==> config.mk <==
export PLATFORM = sky130hd
export DESIGN_NAME = escalonador_varredura_display
export DESIGN_NICKNAME = d
export VERILOG_FILES = /design/src/rtl/escalonador_varredura_display_pkg.sv /design/src/rtl/escalonador_varredura_display_conversor_bin_bcd_4bits.sv /design/src/rtl/escalonador_varredura_display.sv
export SDC_FILE = /design/constraint.sdc
export NUM_CORES = 1
export LEC_CHECK = 0
export BUFFER_PORTS_ARGS = -buffer_cell sky130_fd_sc_hd__buf_2
export CORE_UTILIZATION = 50
export DETAILED_ROUTE_END_ITERATION = 12
export PLACE_DENSITY_LB_ADDON = 0.12
export SLEW_MARGIN = 20
export SYNTH_ARGS = -nofsm -noshare
export SYNTH_HDL_FRONTEND = slang
export SYNTH_SLANG_ARGS = --single-unit
==> constraint.sdc <==
create_clock -name i_clock -period 4.52 [get_ports i_clock]
set_input_delay 0.452 -clock i_clock [delete_from_list [all_inputs] [get_ports i_clock]]
set_output_delay 0.452 -clock i_clock [all_outputs]
set_load 0.05 [all_outputs]
==> src/rtl/escalonador_varredura_display_pkg.sv <==
// escalonador_varredura_display_pkg: FSM states, digit indices and anode helpers for the display scan
package escalonador_varredura_display_pkg;

    typedef enum logic [1:0] {ST_IDLE, ST_LATCH, ST_DEAD, ST_ON} estado_t;

    localparam logic [1:0] DIG_VAZ_UNI = 2'd0;
    localparam logic [1:0] DIG_VAZ_DEZ = 2'd1;
    localparam logic [1:0] DIG_OCU_UNI = 2'd2;
    localparam logic [1:0] DIG_OCU_DEZ = 2'd3;

    function automatic logic [3:0] anodos_off(input logic active_low);
        return active_low ? 4'hF : 4'h0;
    endfunction

    function automatic logic [3:0] anodo_on(input logic [1:0] slot, input logic active_low);
        logic [3:0] m;
        m = 4'b0001 << slot;
        return active_low ? ~m : m;
    endfunction

endpackage

==> src/rtl/escalonador_varredura_display_conversor_bin_bcd_4bits.sv <==
// conversor_bin_bcd_4bits: splits a 0-15 value into decimal tens and units
module conversor_bin_bcd_4bits (
    input  logic [3:0] i_valor,
    output logic [3:0] o_dezena,
    output logic [3:0] o_unidade
);

    assign o_dezena  = {3'b000, i_valor >= 4'd10};
    assign o_unidade = (i_valor >= 4'd10) ? i_valor - 4'd10 : i_valor;

endmodule

==> src/rtl/escalonador_varredura_display.sv <==
// escalonador_varredura_display: 4-digit multiplexed display scan with dead time, zero suppression and full-lot blink
module escalonador_varredura_display
    import escalonador_varredura_display_pkg::*;
#(
    parameter int CLK_DIV      = 50000,
    parameter int DEAD_CYCLES  = 16,
    parameter int BLINK_FRAMES = 64,
    parameter bit ACTIVE_LOW   = 1'b1
) (
    input  logic       i_clock,
    input  logic       i_reset,
    input  logic       i_enable,
    input  logic [3:0] i_ocupados,
    input  logic [3:0] i_vazios,
    output logic [3:0] o_valor,
    output logic [3:0] o_digito_aceso,
    output logic       o_blank,
    output logic       o_frame_start
);

    localparam int CW = $clog2(CLK_DIV);
    localparam int FW = $clog2(2 * BLINK_FRAMES);
    localparam logic [CW-1:0] DEAD_LAST  = CW'(DEAD_CYCLES - 1);
    localparam logic [CW-1:0] SLOT_LAST  = CW'(CLK_DIV - 1);
    localparam logic [FW-1:0] FRAME_LAST = FW'(2 * BLINK_FRAMES - 1);
    localparam logic [FW-1:0] BLINK_OFF  = FW'(BLINK_FRAMES);
    localparam logic [3:0]    ALL_OFF    = anodos_off(ACTIVE_LOW);

    estado_t       r_estado, w_estado_nxt;
    logic [CW-1:0] r_cnt, w_cnt_nxt;
    logic [1:0]    r_slot, w_slot_nxt;
    logic [FW-1:0] r_frame;
    logic [3:0]    r_ocu, r_vaz, w_ocu, w_vaz;
    logic          r_pisca_off, w_pisca_off;
    logic [3:0]    w_ocu_dez, w_ocu_uni, w_vaz_dez, w_vaz_uni, w_digito;
    logic          w_latch, w_apagado, w_aceso;

    // LATCH doubles as the first dead cycle of slot 0, so it starts the count at 0
    always_comb begin
        w_estado_nxt = r_estado;
        w_cnt_nxt    = r_cnt + 1'b1;
        w_slot_nxt   = r_slot;
        if (!i_enable) begin
            w_estado_nxt = ST_IDLE;
            w_cnt_nxt    = '0;
            w_slot_nxt   = '0;
        end else begin
            case (r_estado)
                ST_IDLE: begin
                    w_estado_nxt = ST_LATCH;
                    w_cnt_nxt    = '0;
                end
                ST_LATCH: w_estado_nxt = (DEAD_CYCLES > 1) ? ST_DEAD : ST_ON;
                ST_DEAD:  w_estado_nxt = (r_cnt == DEAD_LAST) ? ST_ON : ST_DEAD;
                default: if (r_cnt == SLOT_LAST) begin
                    w_cnt_nxt    = '0;
                    w_slot_nxt   = r_slot + 1'b1;
                    w_estado_nxt = (r_slot == DIG_OCU_DEZ) ? ST_LATCH : ST_DEAD;
                end
            endcase
        end
    end

    // Outputs are computed from next-state values so the registered outputs line up with the state
    assign w_latch     = w_estado_nxt == ST_LATCH;
    assign w_ocu       = w_latch ? i_ocupados : r_ocu;
    assign w_vaz       = w_latch ? i_vazios : r_vaz;
    assign w_pisca_off = w_latch ? (r_frame >= BLINK_OFF) : r_pisca_off;

    conversor_bin_bcd_4bits u_conv_ocu (.i_valor(w_ocu), .o_dezena(w_ocu_dez), .o_unidade(w_ocu_uni));
    conversor_bin_bcd_4bits u_conv_vaz (.i_valor(w_vaz), .o_dezena(w_vaz_dez), .o_unidade(w_vaz_uni));

    assign w_digito = (w_slot_nxt == DIG_OCU_DEZ) ? w_ocu_dez :
                      (w_slot_nxt == DIG_OCU_UNI) ? w_ocu_uni :
                      (w_slot_nxt == DIG_VAZ_DEZ) ? w_vaz_dez : w_vaz_uni;
    assign w_apagado = (w_slot_nxt == DIG_OCU_DEZ && w_ocu_dez == 4'd0) ||
                       (w_slot_nxt == DIG_VAZ_DEZ && w_vaz_dez == 4'd0) ||
                       (!w_slot_nxt[1] && w_vaz == 4'd0 && w_pisca_off);
    assign w_aceso   = (w_estado_nxt == ST_ON) && !w_apagado;

    always_ff @(posedge i_clock or posedge i_reset) begin
        if (i_reset) begin
            r_estado       <= ST_IDLE;
            r_cnt          <= '0;
            r_slot         <= '0;
            r_frame        <= '0;
            r_ocu          <= '0;
            r_vaz          <= '0;
            r_pisca_off    <= 1'b0;
            o_valor        <= '0;
            o_digito_aceso <= ALL_OFF;
            o_blank        <= 1'b1;
            o_frame_start  <= 1'b0;
        end else begin
            r_estado       <= w_estado_nxt;
            r_cnt          <= w_cnt_nxt;
            r_slot         <= w_slot_nxt;
            r_frame        <= w_latch ? ((r_frame == FRAME_LAST) ? '0 : r_frame + 1'b1) : r_frame;
            r_ocu          <= w_ocu;
            r_vaz          <= w_vaz;
            r_pisca_off    <= w_pisca_off;
            o_valor        <= (w_estado_nxt == ST_IDLE) ? 4'd0 : w_digito;
            o_digito_aceso <= w_aceso ? anodo_on(w_slot_nxt, ACTIVE_LOW) : ALL_OFF;
            o_blank        <= !w_aceso;
            o_frame_start  <= w_latch;
        end
    end

endmodule

# Word-level counts from Yosys, hierarchy flattened
# Cells that the tools add are included.
# classes
n_mux	22
bitwise_logic	1
addsub	5
shifts	1
magnitude_cmp	3
multipliers	0
reduce_logical	17
n_eq_ne	11
div_mod_pow	0
# ops
op	n
2-to-1 mux 4 bit	9
2-to-1 mux 16 bit	2
one-hot mux 16 bit (2 select lines)	1
adder 16 x 1 -> 16 bit (second input constant)	1
== test 16 bit (second input constant)	1
== test 16 x 4 -> 1 bit (second input constant)	1
logical NOT 4 bit	3
2-to-1 mux 2 bit	6
== test 2 bit (second input constant)	5
>= comparator 4 bit (second input constant)	2
subtractor 4 bit (second input constant)	2
adder 7 x 1 -> 7 bit (second input constant)	1
== test 7 bit (second input constant)	1
>= comparator 7 bit (second input constant)	1
2-to-1 mux 7 bit	1
== test 2 x 1 -> 1 bit (second input constant)	3
one-hot mux 2 bit (3 select lines)	1
logical AND 1 bit	5
logical NOT 2 bit	2
inverter 4 bit	1
left shift 1 x 2 -> 4 bit (first input constant)	1
logical NOT 1 bit	3
OR reduction 3 bit	1
adder 2 x 1 -> 2 bit (second input constant)	1
other kinds (3)	5
# word_totals
input_bits	11
out_inout_bits	10
regBits	46
latchBits	0
mem_bits_ro	0
elab_cells	71
memories	0
ramBits	0

# Depth between registers and ports, before layout
# depth
word_depth	15
ltp_mapped	16
depth_no_buf	13

# Cells and area by module
# A second synthesis with hierarchy kept.
# hier_totals
cells_unflattened	286
area_unflattened_um2	2766.4
# by_module_without_submodules
mod	seq_area_each_um2	cells_each	n_inst	area_each_um2
escalonador_varredura_display	1157.4	256	1	2578.7
conversor_bin_bcd_4bits	0.0	15	2	93.8

# Worst setup path before layout
# OpenSTA, ideal clock, no wires.
# synth_path
path_type	flip-flop to flip-flop
from	reg r_cnt[4]
to	reg o_valor[2]
period_less_slack_ns	3.291
path_slack_ns	1.229
required_time_ns	4.443
n_path_buf	3
arrival_time_ns	3.213
path_stages_with_launch	15
setup_ns	0.077
path_cell_list	dfrtp_1 or4_4 or3_4 a221o_1 a211o_1 buf_6 inv_2 buf_6 buf_2 nor2_1 a21oi_1 ha_1 inv_1 o221ai_1 a21oi_1
# synth_between
elab_chain_cells	12
word_cells_on_any_way	26
classes_between	add/sub: 2; order compare: 2; eq/ne: 6; mux: 15; reduce/logical: 1
# synth_lines
item	line_no	rtl
start, declared	escalonador_varredura_display.sv:30	logic [CW-1:0] r_cnt, w_cnt_nxt;
start signal, assigned	escalonador_varredura_display.sv:96	r_cnt <= w_cnt_nxt;
== test 16 bit or == test 16 x 4 -> 1 bit (tied branches)	escalonador_varredura_display.sv:55, escalonador_varredura_display.sv:54	
2-to-1 mux 2 bit or 2-to-1 mux 1 bit (tied branches)	escalonador_varredura_display.sv:55, escalonador_varredura_display.sv:54	
one-hot mux 2 bit (3 select lines) *	escalonador_varredura_display.sv:48	case (r_estado)
2-to-1 mux 2 bit *	escalonador_varredura_display.sv:43	if (!i_enable) begin
== test 2 x 1 -> 1 bit *	escalonador_varredura_display.sv:65	assign w_latch = w_estado_nxt == ST_LATCH;
named net w_latch	escalonador_varredura_display.sv:36	logic w_latch, w_apagado, w_aceso;
2-to-1 mux 4 bit	escalonador_varredura_display.sv:67	assign w_vaz = w_latch ? i_vazios : r_vaz;
subtractor 4 bit or >= comparator 4 bit (tied branches)	escalonador_varredura_display_conversor_bin_bcd_4bits.sv:9	assign o_unidade = (i_valor >= 4'd10) ? i_valor - 4'd10 : i_valor;
2-to-1 mux 4 bit	escalonador_varredura_display_conversor_bin_bcd_4bits.sv:9	
2-to-1 mux 4 bit	escalonador_varredura_display.sv:75	(w_slot_nxt == DIG_VAZ_DEZ) ? w_vaz_dez : w_vaz_uni;
2-to-1 mux 4 bit *	escalonador_varredura_display.sv:74	(w_slot_nxt == DIG_OCU_UNI) ? w_ocu_uni :
2-to-1 mux 4 bit *	escalonador_varredura_display.sv:73	assign w_digito = (w_slot_nxt == DIG_OCU_DEZ) ? w_ocu_dez :
2-to-1 mux 4 bit *	escalonador_varredura_display.sv:102	o_valor <= (w_estado_nxt == ST_IDLE) ? 4'd0 : w_digito;
end signal, assigned	escalonador_varredura_display.sv:102	
end, declared	escalonador_varredura_display.sv:15	output logic [3:0] o_valor,
# The timed path passes the listed nets; every way through them passes the cells marked *.
# A chain may end at the register's enable or synchronous reset.

# Final worst setup path
# layout_path
from	reg r_cnt[4]
to	reg o_valor[2]
# layout_between
elab_chain_cells	12
word_cells_on_any_way	26
classes_between	add/sub: 2; order compare: 2; eq/ne: 6; mux: 15; reduce/logical: 1
# layout_lines
item	line_no
== test 16 bit or == test 16 x 4 -> 1 bit (tied branches)	escalonador_varredura_display.sv:55, escalonador_varredura_display.sv:54
2-to-1 mux 2 bit or 2-to-1 mux 1 bit (tied branches)	escalonador_varredura_display.sv:55, escalonador_varredura_display.sv:54
one-hot mux 2 bit (3 select lines)	escalonador_varredura_display.sv:48
2-to-1 mux 2 bit	escalonador_varredura_display.sv:43
== test 2 x 1 -> 1 bit	escalonador_varredura_display.sv:65
2-to-1 mux 4 bit	escalonador_varredura_display.sv:67
subtractor 4 bit or >= comparator 4 bit (tied branches)	escalonador_varredura_display_conversor_bin_bcd_4bits.sv:9
2-to-1 mux 4 bit	escalonador_varredura_display_conversor_bin_bcd_4bits.sv:9
2-to-1 mux 4 bit	escalonador_varredura_display.sv:75
2-to-1 mux 4 bit	escalonador_varredura_display.sv:74
2-to-1 mux 4 bit	escalonador_varredura_display.sv:73
2-to-1 mux 4 bit *	escalonador_varredura_display.sv:102
# Every way passes the cells marked *; elsewhere a longest branch is shown, timed or not.

==> flow_metrics.py <==
metrics = {
    "detailed_routing": {
        "drcViolationCount": 0,
        "avgRoutedWirePerCell_um": 13.9,
        "drt_pass1_iterations": 4,
        "drt_iter0_drc": 103,
        "antenna_left": 0,
        "routed_wl_um": 4870,
        "vias_per_cell": 5.43,
        "vias": 1905,
    },
    "yosys": {
        "synth_top_cell_by_area": "dfrtp_1",
        "synth-compound-area-share": 0.132,
        "synth_edf_count": 0,
        "synth_top_family_by_area": "simple AND/OR/NAND/NOR gates",
        "syn-cell-area_sq_um": 2540,
        "synth-simple-area-share": 0.202,
        "syn_area_per_cell_sq_um": 9.62,
        "synth_cell_type_count": 47,
        "synth-seq-cells": 46,
        "netlist_top_cells_area": "dfrtp_1 (40%), dfstp_2 (5.2%), ha_1 (4.4%), nor2_1 (4.1%), xnor2_1 (3.4%)",
        "ys_seq_area_frac": 0.456,
        "ys.flop_type": "dfrtp_1",
        "async_flop_share": 1.00,
        "synth_fa_ha_area_frac": 0.0444,
        "synth_nets": 284,
        "muxShareOfSynthArea": 0.0557,
        "yosysTopAreaCellShare": 0.404,
        "synth_warnings": 0,
        "synthXorXnorAreaFrac": 0.0621,
        "synth_cells": 264,
    },
    "placement": {
        "dp_hpwl_um": 3560,
        "dp_cells": 343,
        "place.gp.congestion": 0.879,
        "pre_cts_ws_ps": 868,
        "placed_cell_area_sq_um": 2680,
        "portBuffers": 20,
    },
    "clock_network": {
        "postCtsHoldBufs": 0,
        "clk_pin_slew_ps": 80,
        "clockRootBuffer": "clkbuf_8",
        "clkSinkCount": 46,
        "post-cts-setup-buffer-count": 0,
        "cts_tree": "done",
        "cts_resized": 0,
        "clk_latency_ps": 290,
        "cts_buffers": 5,
        "clockBufferDepth": 2,
        "htreeDepth": 2,
    },
    "sta": {
        "worst_slew_pin_slew_ps": 929,
        "setup_viol": 0,
        "hold_violations": 0,
        "finalCritPeriodShare": 0.819,
        "clock_skew_ps": 3.52,
        "drv_slew": 0,
        "slew_headroom": 0.380,
        "worst_slack_ps": 818,
        "fmax_mhz": 270,
        "tns_ps": 0,
        "post-route-min-period_ps": 3700,
        "rsz0062_at_grt": "no",
    },
    "critical_path": {
        "regToRegEndpoint": "o_valor[2]",
        "critPathRequiredTime_ps": 4740,
        "cp-end-kind": "flop",
        "worst-r2r-cell-count": 10,
        "worst-r2r-setup-slack_ps": 820,
        "worst-setup-path-type": "flop to flop",
        "reg2reg_from": "r_cnt[4]",
        "arrival_ps": 3920,
        "startpoint_type": "flop",
        "critPathLaunch": "r_cnt[4]",
        "critPathMaxFanout": 22,
    },
    "die": {
        "dieArea_sq_um": 5370,
        "die_w_um": 73.3,
        "initial_core_util": 0.527,
        "ios": 21,
        "rows": 25,
        "core-area_sq_um": 4820,
        "die_h_um": 73.3,
    },
    "final_layout": {
        "antenna_cells": 0,
        "fill_cells": 462,
        "num-nets-final": 303,
        "multi_input_area_sq_um": 1260,
        "area_delta_synth_final_pct": 9.66,
        "seqCellArea_sq_um": 1160,
        "final_area_sq_um": 2780,
        "fin_cells": 351,
        "drive_above_1_share": 0.162,
    },
    "global_route": {
        "grt_usage": 0.201,
        "grt_antenna_before_repair": 0,
        "grt_max_degree": 47,
        "grt_first_pass_wirelength_um": 8170,
        "grt_pass1_vias": 1791,
        "grt-ovfl-total": 0,
    },
    "flow_run": {
        "maxCapViolations": 0,
    },
    "power_and_ir_drop": {
        "p_leak_nw": 1.27,
        "power_density_nw_per_um2": 510,
        "vdd_ir_drop_max_mv": 0.348,
    },
    "hold_path": {
        "holdCritPathClass": "primary input to asynchronous set/reset pin",
    },
    "run_status": {
        "status": "complete, no violations",
    },
}
cell families (layout without fill, tap and decap cells):
group / Yosys count / count (layout)
and+or+nand+nor: 102 / 102
AOI/OAI and AO/OA: 48 / 48
DFF: 46 / 46
buffers and inverters: 28 / 48
xor gates and xnor gates: 18 / 18
muxes: 13 / 13
adders and majority gates: 9 / 9
registers in the layout (all words and copies together), names as in the netlist:
register        cells
r_vaz               4
r_ocu               4
r_estado            2
o_frame_start       1
o_valor             4
r_pisca_off         1
o_blank             1
r_slot              2
r_frame             7
o_digito_aceso      4
r_cnt              16
layer usage:
metal  GRT usage  routed length (um)  vias up
met5           0                   0        -
met4      0.0719                  62        0
met3      0.0412                 100        6
met2       0.308                2170       20
met1       0.283                2540      922
li1            -                   -      957
how the worst max path moves through the flow:
stage	to	slack [ps]	cells past startpoint
floorplan	o_valor[2]	1230	14
global placement	o_valor[2]	930	10
detailed placement	o_valor[2]	870	10
CTS	o_valor[2]	850	10
global route	o_valor[2]	640	10
finish	o_valor[2]	820	10
placed cells by master, fill, tap and decap left out, types with 2 or more instances in the layout:
cell type and instances:
mux2i_1 7, o21ai_0 14, nand4_1 8, or3_1 3
clkinv_2 2, xor2_1 8, nor3_1 6, dfstp_2 5
a21boi_0 3, and2_1 3, dfrtp_1 41, clkbuf_8 5
nand3b_1 2, mux2_2 5, and3_1 7, o21a_1 2
nor2_1 28, ha_1 9, xnor2_1 10, o2111ai_1 2
a31oi_1 2, nor2b_1 3, nand2_1 19, inv_2 2
inv_1 18, nand2b_1 4, a21oi_1 8, buf_2 20
nand3_1 14, o211ai_1 6
power by group:
group	switching (mW)	internal (mW)
clock network	0.135	0.163
logic	0.351	0.204
registers	0.0674	0.500
worst max-delay path: stages (launching register included):
cell	delay, ps
dfrtp_1	430
or4_4	560
or3_4	400
a221o_1	380
a211o_1	500
inv_2	400
mux2i_1	320
ha_1	270
inv_1	50
o221ai_1	140
a21oi_1	180
Yosys cell counts, types with 2 or more instances:
master	count
ha_1	9
o21ai_0	14
xnor2_1	10
or3_1	3
nand4_1	8
o211ai_1	6
o21a_1	2
nand3b_1	2
o2111ai_1	2
xor2_1	8
and3_1	7
clkbuf_1	4
inv_1	19
nor2_1	28
nor3_1	6
a21boi_0	3
and2_1	3
a21oi_1	8
dfrtp_1	41
nand3_1	14
dfstp_2	5
nand2_1	19
a31oi_1	2
nor2b_1	3
mux2_2	5
buf_2	2
buf_6	2
mux2i_1	7
nand2b_1	4
through the flow:
step,hold slack (ps),utilization,power [mW]
4_1_cts,397,0.578,1.43
3_3_place_gp,442,0.555,1.12
5_1_grt,410,0.578,1.52
3_5_place_dp,445,0.555,1.13
6_report,354,0.578,1.42
2_1_floorplan,425,-,1.02
layout make-up:
type                    count  area share
clock inverters             3      0.0144
inverters                  20      0.0270
well taps                  67      0.0301
repair buffers             20      0.0360
multi-input cells         190       0.452
flip-flops and latches     46       0.416
clock buffers               5      0.0247
No activity file was read; power rests on OpenSTA's default activity.
